$ cat config.mk
export PLATFORM = sky130hd
export DESIGN_NAME = fht_bank_loader
export DESIGN_NICKNAME = d
export VERILOG_FILES = /design/src/rtl/fht_bank_loader.sv
export SDC_FILE = /design/constraint.sdc
export NUM_CORES = 1
export LEC_CHECK = 0
export BUFFER_PORTS_ARGS = -buffer_cell sky130_fd_sc_hd__buf_2
export CORE_ASPECT_RATIO = 2
export CORE_UTILIZATION = 50
export DETAILED_ROUTE_END_ITERATION = 8
export GPL_TIMING_DRIVEN = 0
export PLACE_DENSITY = 0.79
export SYNTH_ARGS = -nofsm -noshare
export SYNTH_HDL_FRONTEND = slang
export SYNTH_SLANG_ARGS = --single-unit
$ cat constraint.sdc
create_clock -name iCLK -period 2.1 [get_ports iCLK]
set_clock_uncertainty 0.2 [all_clocks]
set_input_delay 0.105 -clock iCLK [delete_from_list [all_inputs] [get_ports iCLK]]
set_output_delay 0.105 -clock iCLK [all_outputs]
set_load 0.02 [all_outputs]
$ cat src/rtl/fht_bank_loader.sv
// Purpose: streams one frame of ADC samples into the NUM_BANK-wide FHT RAM write port, round-robin across banks, with natural or bit-reversed row order.
// Latency: 1 cycle from an accepted sample to oWE/oADDR/oDATA; oDONE follows 2 cycles after the last write.
// Backpressure: oREADY is high only in LOAD; the source holds samples while oREADY=0, and iVALID gaps simply stall the counters.
module fht_bank_loader #(
  parameter int ADC_BIT  = 16,
  parameter int D_BIT    = 18,
  parameter int A_BIT    = 8,
  parameter int NUM_BANK = 4
) (
  input  logic                iCLK,
  input  logic                iRESET,
  input  logic                iSTART,
  input  logic                iBIT_REV,
  input  logic                iVALID,
  input  logic [ADC_BIT-1:0]  iDATA,
  output logic                oREADY,
  output logic [NUM_BANK-1:0] oWE,
  output logic [A_BIT-1:0]    oADDR,
  output logic [D_BIT-1:0]    oDATA,
  output logic                oBUSY,
  output logic                oDONE
);

  localparam int CB_BIT = $clog2(NUM_BANK);
  localparam logic [CB_BIT-1:0] LAST_BANK = CB_BIT'(NUM_BANK - 1);
  localparam logic [A_BIT-1:0]  LAST_ROW  = '1;

  typedef enum logic [1:0] {
    S_IDLE  = 2'd0,
    S_LOAD  = 2'd1,
    S_FLUSH = 2'd2,
    S_DONE  = 2'd3
  } state_t;

  state_t              r_state;
  logic                r_mode;
  logic [CB_BIT-1:0]   r_cnt_bank;
  logic [A_BIT-1:0]    r_cnt_row;
  logic                r_ready;
  logic [NUM_BANK-1:0] r_we;
  logic [A_BIT-1:0]    r_addr;
  logic [D_BIT-1:0]    r_data;
  logic                r_busy;
  logic                r_done;

  logic                w_accept;
  logic                w_bank_wrap;
  logic                w_last;
  logic [A_BIT-1:0]    w_row_rev;
  logic [NUM_BANK-1:0] w_onehot;
  logic [D_BIT-1:0]    w_sext;

  // r_ready is only ever set while in LOAD, so it alone qualifies an accept
  assign w_accept    = r_ready & iVALID;
  assign w_bank_wrap = (r_cnt_bank == LAST_BANK);
  assign w_last      = w_accept & w_bank_wrap & (r_cnt_row == LAST_ROW);
  assign w_onehot    = {{(NUM_BANK-1){1'b0}}, 1'b1} << r_cnt_bank;
  assign w_sext      = {{(D_BIT-ADC_BIT){iDATA[ADC_BIT-1]}}, iDATA};

  // mirror the row counter bit order for bit-reversed addressing
  always_comb begin
    w_row_rev = '0;
    for (int k = 0; k < A_BIT; k++) begin
      w_row_rev[A_BIT-1-k] = r_cnt_row[k];
    end
  end

  // frame FSM, bank/row counters and all registered outputs
  always_ff @(posedge iCLK or posedge iRESET) begin
    if (iRESET) begin
      r_state    <= S_IDLE;
      r_mode     <= 1'b0;
      r_cnt_bank <= '0;
      r_cnt_row  <= '0;
      r_ready    <= 1'b0;
      r_we       <= '0;
      r_addr     <= '0;
      r_data     <= '0;
      r_busy     <= 1'b0;
      r_done     <= 1'b0;
    end else begin
      // write enable and done are single-cycle pulses unless re-asserted below
      r_we   <= '0;
      r_done <= 1'b0;
      case (r_state)
        S_IDLE: begin
          // a start landing on the oDONE cycle is ignored so frames never overlap the done pulse
          if (iSTART && !r_done) begin
            r_mode     <= iBIT_REV;
            r_cnt_bank <= '0;
            r_cnt_row  <= '0;
            r_busy     <= 1'b1;
            r_ready    <= 1'b1;
            r_state    <= S_LOAD;
          end
        end
        S_LOAD: begin
          if (w_accept) begin
            r_we       <= w_onehot;
            r_addr     <= r_mode ? w_row_rev : r_cnt_row;
            r_data     <= w_sext;
            r_cnt_bank <= r_cnt_bank + 1'b1;
            if (w_bank_wrap) begin
              r_cnt_row <= r_cnt_row + 1'b1;
            end
            if (w_last) begin
              r_ready <= 1'b0;
              r_state <= S_FLUSH;
            end
          end
        end
        S_FLUSH: begin
          // the final write is on the outputs during this cycle
          r_state <= S_DONE;
        end
        S_DONE: begin
          r_done  <= 1'b1;
          r_busy  <= 1'b0;
          r_state <= S_IDLE;
        end
        default: begin
          r_ready <= 1'b0;
          r_busy  <= 1'b0;
          r_state <= S_IDLE;
        end
      endcase
    end
  end

  assign oREADY = r_ready;
  assign oWE    = r_we;
  assign oADDR  = r_addr;
  assign oDATA  = r_data;
  assign oBUSY  = r_busy;
  assign oDONE  = r_done;

endmodule

Yosys cells after proc, flatten, opt, wreduce, memory -nomap -nowiden
Cells that the tools add are included.
- bits in registers: 44
- input bits: 21
- output and inout port bits: 33
- add/sub/neg operators: 2
- eq/ne operators: 9
- shift operators: 1
- multiplexer cells: 20
- bitwise gates (word level): 3
- reductions and logical operators: 12
- operator list (operator ; number):
    two-way mux 8 bit ; 4
    case mux 8 bit (2 select lines) ; 1
    two-way mux 2 bit ; 5
    adder 8 x 1 -> 8 bit, second input constant ; 1
    equality test 8 bit, second input constant ; 1
    two-way mux 4 bit ; 2
    != test 2 bit, second input constant ; 4
    case mux 2 bit (4 select lines) ; 1
    AND reduction 4 bit ; 2
    equality test 2 bit, second input constant ; 3
    AND reduction 2 bit ; 3
    AND reduction 3 bit ; 2
    two-way mux 1 bit ; 4
    case mux 1 bit (2 select lines) ; 2
    case mux 2 bit (2 select lines) ; 1
    nonzero test 2 bit ; 2
    left shift 1 x 2 -> 4 bit, first input constant ; 1
    bitwise AND 1 bit ; 3
    adder 2 x 1 -> 2 bit, second input constant ; 1
    equality test 2 x 1 -> 1 bit, second input constant ; 1
    logical NOT 2 bit ; 1
    logical AND 1 bit ; 1
    logical NOT 1 bit ; 1

Logic depth before layout (Yosys ltp)
- depth after elaboration: 6
- mapped depth: 8
- depth with buffers taken out: 6

Least setup slack after synthesis
No wires, ideal clock.
- kind: flip-flop to flip-flop
- start point: reg r_state[1]
- end point: reg r_cnt_row[6]
- setup time: 0.077 ns
- arrival time: 1.631 ns
- slack: 0.192 ns
- cell stages (with the launch flop): 9
- buffers on the path: 2
- cell sequence: dfrtp_1 -> inv_1 -> ha_1 -> buf_4 -> and4_1 -> buf_6 -> o22ai_4 -> or4_1 -> a21oi_1
- cells in the longest elaborated chain, start to end: 3
- elaborated cells between the ends (all ways): 8
- those cells by class: eq/ne: 4; mux: 1; reduce/logical: 3
- RTL lines (item ; line ; RTL):
    start: declaration ; 35 ; state_t r_state;
    start signal: assignment ; 71 ; r_state <= S_IDLE;
    start signal: assignment ; 94 ; r_state <= S_LOAD;
    start signal: assignment ; 108 ; r_state <= S_FLUSH;
    equality test 2 x 1 -> 1 bit or logical NOT 2 bit (tied branches) ; 85 ; case (r_state)
    != test 2 bit (no source line) or nonzero test 2 bit (tied branches) ; n/a ;
    AND reduction 4 bit (no source line) ; n/a ;
    end signal: assignment ; 104 ; r_cnt_row <= r_cnt_row + 1'b1;
    end: declaration ; 38 ; logic [A_BIT-1:0] r_cnt_row;
Parallel ways exist; a longest one is shown, timed or not.
A chain may end at the register's enable or synchronous reset.

Final worst setup path
Ends and elaborated chain as after synthesis.

==> metrics.txt <==
# TYPE chip_impl_metric gauge
chip_impl_metric{name="p_switching",unit="mW"} 0.606
chip_impl_metric{name="postSynthNetCount",unit=""} 236
chip_impl_metric{name="p_sw_frac",unit=""} 0.292
chip_impl_metric{name="worst-endpoint-required",unit="ns"} 2.13
chip_impl_metric{name="period_share",unit=""} 0.948
chip_impl_metric{name="area_growth",unit="%"} 32.0
chip_impl_metric{name="gr-usage-all-layers",unit=""} 0.237
chip_impl_metric{name="reg2regPathDepth",unit=""} 8
chip_impl_metric{name="die-area",unit="um2"} 4360
chip_impl_metric{name="layout.nets",unit=""} 316
chip_impl_metric{name="critical_path_cell_count",unit=""} 8
chip_impl_info{name="timing.setup.critical_path_class",value="reg -> reg"} 1
chip_impl_info{name="cp-end-kind",value="flip-flop"} 1
chip_impl_metric{name="synthesis.instances",unit=""} 205
chip_impl_metric{name="cts_inserted_buffers",unit=""} 5
chip_impl_metric{name="n_antenna_cell",unit=""} 0
chip_impl_info{name="hold_start",value="iVALID"} 1
chip_impl_metric{name="fmaxAchievable",unit="GHz"} 0.502
chip_impl_metric{name="detailroute.via_count",unit=""} 1731
chip_impl_metric{name="ys.warnings.count",unit=""} 0
chip_impl_info{name="critical_path.cell_chain",value="inv_2 > ha_1 > buf_6 > and4_1 > buf_6 > o22ai_4 > or4_1 > a21oi_1"} 1
chip_impl_metric{name="maximum_fanout_along_the_worst_path",unit=""} 9
chip_impl_metric{name="count_of_cell_types_in_the_netlist",unit=""} 34
chip_impl_metric{name="chipWidth",unit="um"} 47.2
chip_impl_metric{name="power_per_cell_area",unit="nW/um2"} 770
chip_impl_info{name="tritoncts_clock_tree",value="built"} 1
chip_impl_metric{name="p_comb_frac",unit=""} 0.204
chip_impl_metric{name="grt_start_max_net_pins",unit=""} 45
chip_impl_info{name="timing.critical_path.slowest_stage_cell",value="sky130_fd_sc_hd__dfrtp_1"} 1
chip_impl_info{name="yosysMostFrequentCell",value="sky130_fd_sc_hd__nand2_1"} 1
chip_impl_info{name="worst_path_most_repeated_cell",value="sky130_fd_sc_hd__buf_6"} 1
chip_impl_metric{name="grt_pass1_wl",unit="um"} 7400
chip_impl_metric{name="wire_length_reported_by_the_detailed_router",unit="um"} 4610
chip_impl_metric{name="vias_in_the_first_global_route",unit=""} 1745
chip_impl_metric{name="htreeDepth",unit=""} 2
chip_impl_info{name="path_delay_family",value="simple AND/OR/NAND/NOR gates"} 1
chip_impl_metric{name="tightest_slew",unit="ns"} 0.627
chip_impl_metric{name="i_o_pin_count",unit=""} 54
chip_impl_metric{name="antenna_left",unit=""} 0
chip_impl_info{name="postSynth.topFlopCell",value="sky130_fd_sc_hd__dfrtp_1"} 1
chip_impl_metric{name="report.final.setup_viol",unit=""} 0
chip_impl_metric{name="pwr-share-clk",unit=""} 0.302
chip_impl_metric{name="port_buffers",unit=""} 53
chip_impl_metric{name="seq_area_frac_synth",unit=""} 0.539
chip_impl_metric{name="start_util",unit=""} 0.526
chip_impl_metric{name="sequentialPowerShare",unit=""} 0.494
chip_impl_metric{name="clock_sink_count",unit=""} 44
chip_impl_metric{name="hold_violations",unit=""} 0
chip_impl_metric{name="synth_area",unit="um2"} 2040
chip_impl_metric{name="yosys_register_bits",unit=""} 44
chip_impl_metric{name="route.detailed.wl_per_inst",unit="um"} 13.7
chip_impl_metric{name="worst-path-buf-inv",unit=""} 3
chip_impl_metric{name="detail_route.drc_violations",unit=""} 0
chip_impl_metric{name="insertion_delay",unit="ns"} 0.29
chip_impl_info{name="ys_top_cells_by_count",value="65 x sky130_fd_sc_hd__nand2_1, 44 x sky130_fd_sc_hd__dfrtp_1, 15 x sky130_fd_sc_hd__o21ai_0"} 1
chip_impl_metric{name="cpPeakStageDelay",unit="ns"} 0.41
chip_impl_metric{name="drtPass1Iterations",unit=""} 4
chip_impl_metric{name="vertical_extent_of_the_die",unit="um"} 92.4
chip_impl_metric{name="design.core.area",unit="um2"} 3880
chip_impl_metric{name="arrival",unit="ns"} 2.02
chip_impl_metric{name="dp_worst_setup_slack",unit="ns"} 0.0697
chip_impl_metric{name="antenna_found_initial",unit=""} 0
chip_impl_metric{name="maxCapViolations",unit=""} 0
chip_impl_metric{name="hpwl",unit="um"} 3110
chip_impl_metric{name="synth_area_per_cell",unit="um2"} 9.97
chip_impl_metric{name="synth_enable_flop_cells",unit=""} 0
chip_impl_info{name="critical_path.reg2reg.startpoint",value="r_state[1]"} 1
chip_impl_info{name="hold_path_end",value="oREADY"} 1
chip_impl_info{name="synth_area_leaders",value="sky130_fd_sc_hd__dfrtp_1 54%, sky130_fd_sc_hd__nand2_1 12%, sky130_fd_sc_hd__ha_1 6.1%"} 1
chip_impl_metric{name="internal-power",unit="mW"} 1.47
chip_impl_info{name="startpoint_type",value="flip-flop"} 1
chip_impl_metric{name="worstHoldPathCells",unit=""} 4
chip_impl_metric{name="detail_route.iter0.violations",unit=""} 24
chip_impl_metric{name="globalRoute.totalOverflow",unit=""} 0
chip_impl_metric{name="ys_async_sr_fraction",unit=""} 1.00
chip_impl_info{name="crit_path_start",value="r_state[1]"} 1
chip_impl_info{name="synth.largest_area_cell",value="sky130_fd_sc_hd__dfrtp_1"} 1
chip_impl_metric{name="std_cell_rows",unit=""} 32
chip_impl_metric{name="clkSlewWorstSetupHoldPaths",unit="ns"} 0.08
chip_impl_metric{name="slew-limit-headroom",unit=""} 0.582
chip_impl_metric{name="vdd_drop_max",unit="uV"} 478
chip_impl_info{name="rsz0062_at_grt",value="false"} 1
chip_impl_info{name="clock-root-buffer",value="sky130_fd_sc_hd__clkbuf_8"} 1
chip_impl_metric{name="postLayoutSetupSlackWorst",unit="ns"} 0.110
chip_impl_metric{name="drt-vias-per-instance",unit=""} 5.14
chip_impl_metric{name="final_layout_size_suffix_gt1_frac",unit=""} 0.276
chip_impl_metric{name="clock_path_buffers",unit=""} 2
chip_impl_metric{name="gp_routability_congestion",unit=""} 0.838
chip_impl_metric{name="synthDominantCellAreaShare",unit=""} 0.539
chip_impl_info{name="critical_path.reg2reg.endpoint",value="r_cnt_row[6]"} 1
chip_impl_metric{name="pins_over_their_slew_limit",unit=""} 0
chip_impl_info{name="holdCritPathClass",value="in -> reg"} 1
chip_impl_metric{name="final_period_minus_worst_setup_slack",unit="ns"} 1.99
chip_impl_metric{name="regToRegSetupSlack",unit="ns"} 0.11
chip_impl_metric{name="totalNegativeSetupSlack",unit="ns"} 0
chip_impl_info{name="outcome",value="finished clean"} 1
chip_impl_metric{name="power_leakage",unit="nW"} 1.43
## area by class of cell
cell class              instances  area [um2]
fillers                       297        1190
clock inverters                 2        35.0
repair buffers                 74         480
plain buffers                   9        57.6
flip-flops and latches         44        1100
well taps                      51        63.8
inverters                       7        26.3
multi-input cells             144         861
clock buffers                   6        72.6
## worst max-delay path by stage
stage	endpoint	slack, ns
2_1_floorplan	r_cnt_row[6]	0.19
3_3_place_gp	r_cnt_row[6]	0.12
3_5_place_dp	r_cnt_row[6]	0.07
4_1_cts	r_cnt_row[6]	0.05
5_1_grt	r_cnt_row[6]	0.005
6_report	r_cnt_row[6]	0.11
## per-layer routing
| metal | track usage | vias to the layer above | routed length [um] |
|---|---|---|---|
| li1 | - | 840 | - |
| met1 | 0.236 | 820 | 1670 |
| met2 | 0.417 | 57 | 2600 |
| met3 | 0.0429 | 14 | 174 |
| met4 | 0.143 | 0 | 172 |
| met5 | 0 | - | 0 |
## sequential cells by signal, summed over array words and instances, names as in the netlist
signal and cells:
oDATA 16, oWE 4, r_cnt_bank 2, r_mode 1, oDONE 1, oREADY 1
r_cnt_row 8, oADDR 8, r_state 2, oBUSY 1
## metrics by stage
stage          power (mW)  utilization  std cells  instance area (um2)  hold WS (ns)
2_1_floorplan        1.29            -        205                 2040        0.0104
3_3_place_gp         1.42        0.611        309                 2370        0.0954
3_5_place_dp         1.44        0.616        310                 2390       -0.0417
4_1_cts              2.09        0.690        336                 2680       0.00952
5_1_grt              2.19        0.695        337                 2700        0.0843
6_report             2.08        0.695        337                 2700        0.0294
## power by group through the flow
stage / clock network [mW] / logic, mW / registers [mW]
global placement: 0 / 0.381 / 1.04
global route: 0.675 / 0.475 / 1.04
detailed placement: 0 / 0.395 / 1.04
CTS: 0.647 / 0.422 / 1.02
finish: 0.628 / 0.424 / 1.03
floorplan: 0 / 0.171 / 1.12
## tightest hold or removal path, stage by stage
cell	delay [ns]
sky130_fd_sc_hd__buf_2	0.12
sky130_fd_sc_hd__nand4_1	0.11
sky130_fd_sc_hd__o41ai_1	0.08
sky130_fd_sc_hd__o21ai_0	0.07
## kinds of logic after synthesis
group | count (synthesis) | share of synthesized area
and+or+nand+nor | 91 | 0.194
DFF | 44 | 0.539
AOI/OAI and AO/OA | 27 | 0.0863
buffers and inverters | 17 | 0.0410
muxes | 14 | 0.0704
adders and majority gates | 10 | 0.0612
xor gates and xnor gates | 2 | 0.00857
## placed cells by master, fill, tap and decap left out, types with 2 or more instances in the layout
cell type                       instances
sky130_fd_sc_hd__nand3_1                5
sky130_fd_sc_hd__dfrtp_1               44
sky130_fd_sc_hd__nand2b_1               2
sky130_fd_sc_hd__a21oi_1                4
sky130_fd_sc_hd__and3_1                 3
sky130_fd_sc_hd__or2_2                  2
sky130_fd_sc_hd__buf_6                  2
sky130_fd_sc_hd__mux2i_1               11
sky130_fd_sc_hd__clkbuf_1               5
sky130_fd_sc_hd__buf_4                  4
sky130_fd_sc_hd__mux2_2                 3
sky130_fd_sc_hd__ha_1                   9
sky130_fd_sc_hd__inv_2                  2
sky130_fd_sc_hd__inv_1                  5
sky130_fd_sc_hd__o31ai_1                2
sky130_fd_sc_hd__nor2_1                 5
sky130_fd_sc_hd__clkbuf_8               5
sky130_fd_sc_hd__buf_2                 54
sky130_fd_sc_hd__o21ai_0               15
sky130_fd_sc_hd__and2_1                 3
sky130_fd_sc_hd__dlygate4sd3_1         18
sky130_fd_sc_hd__nand2_1               65
## timing repair
item | in CTS | in global routing
setup endpoints to repair | 0 | 11
resized for setup | 0 | 3
hold buffers | 18 | 0
setup buffers | 0 | 2
endpoints found under the hold margin | 61 | 0
Note: power is estimated with default switching activity, not from simulation.
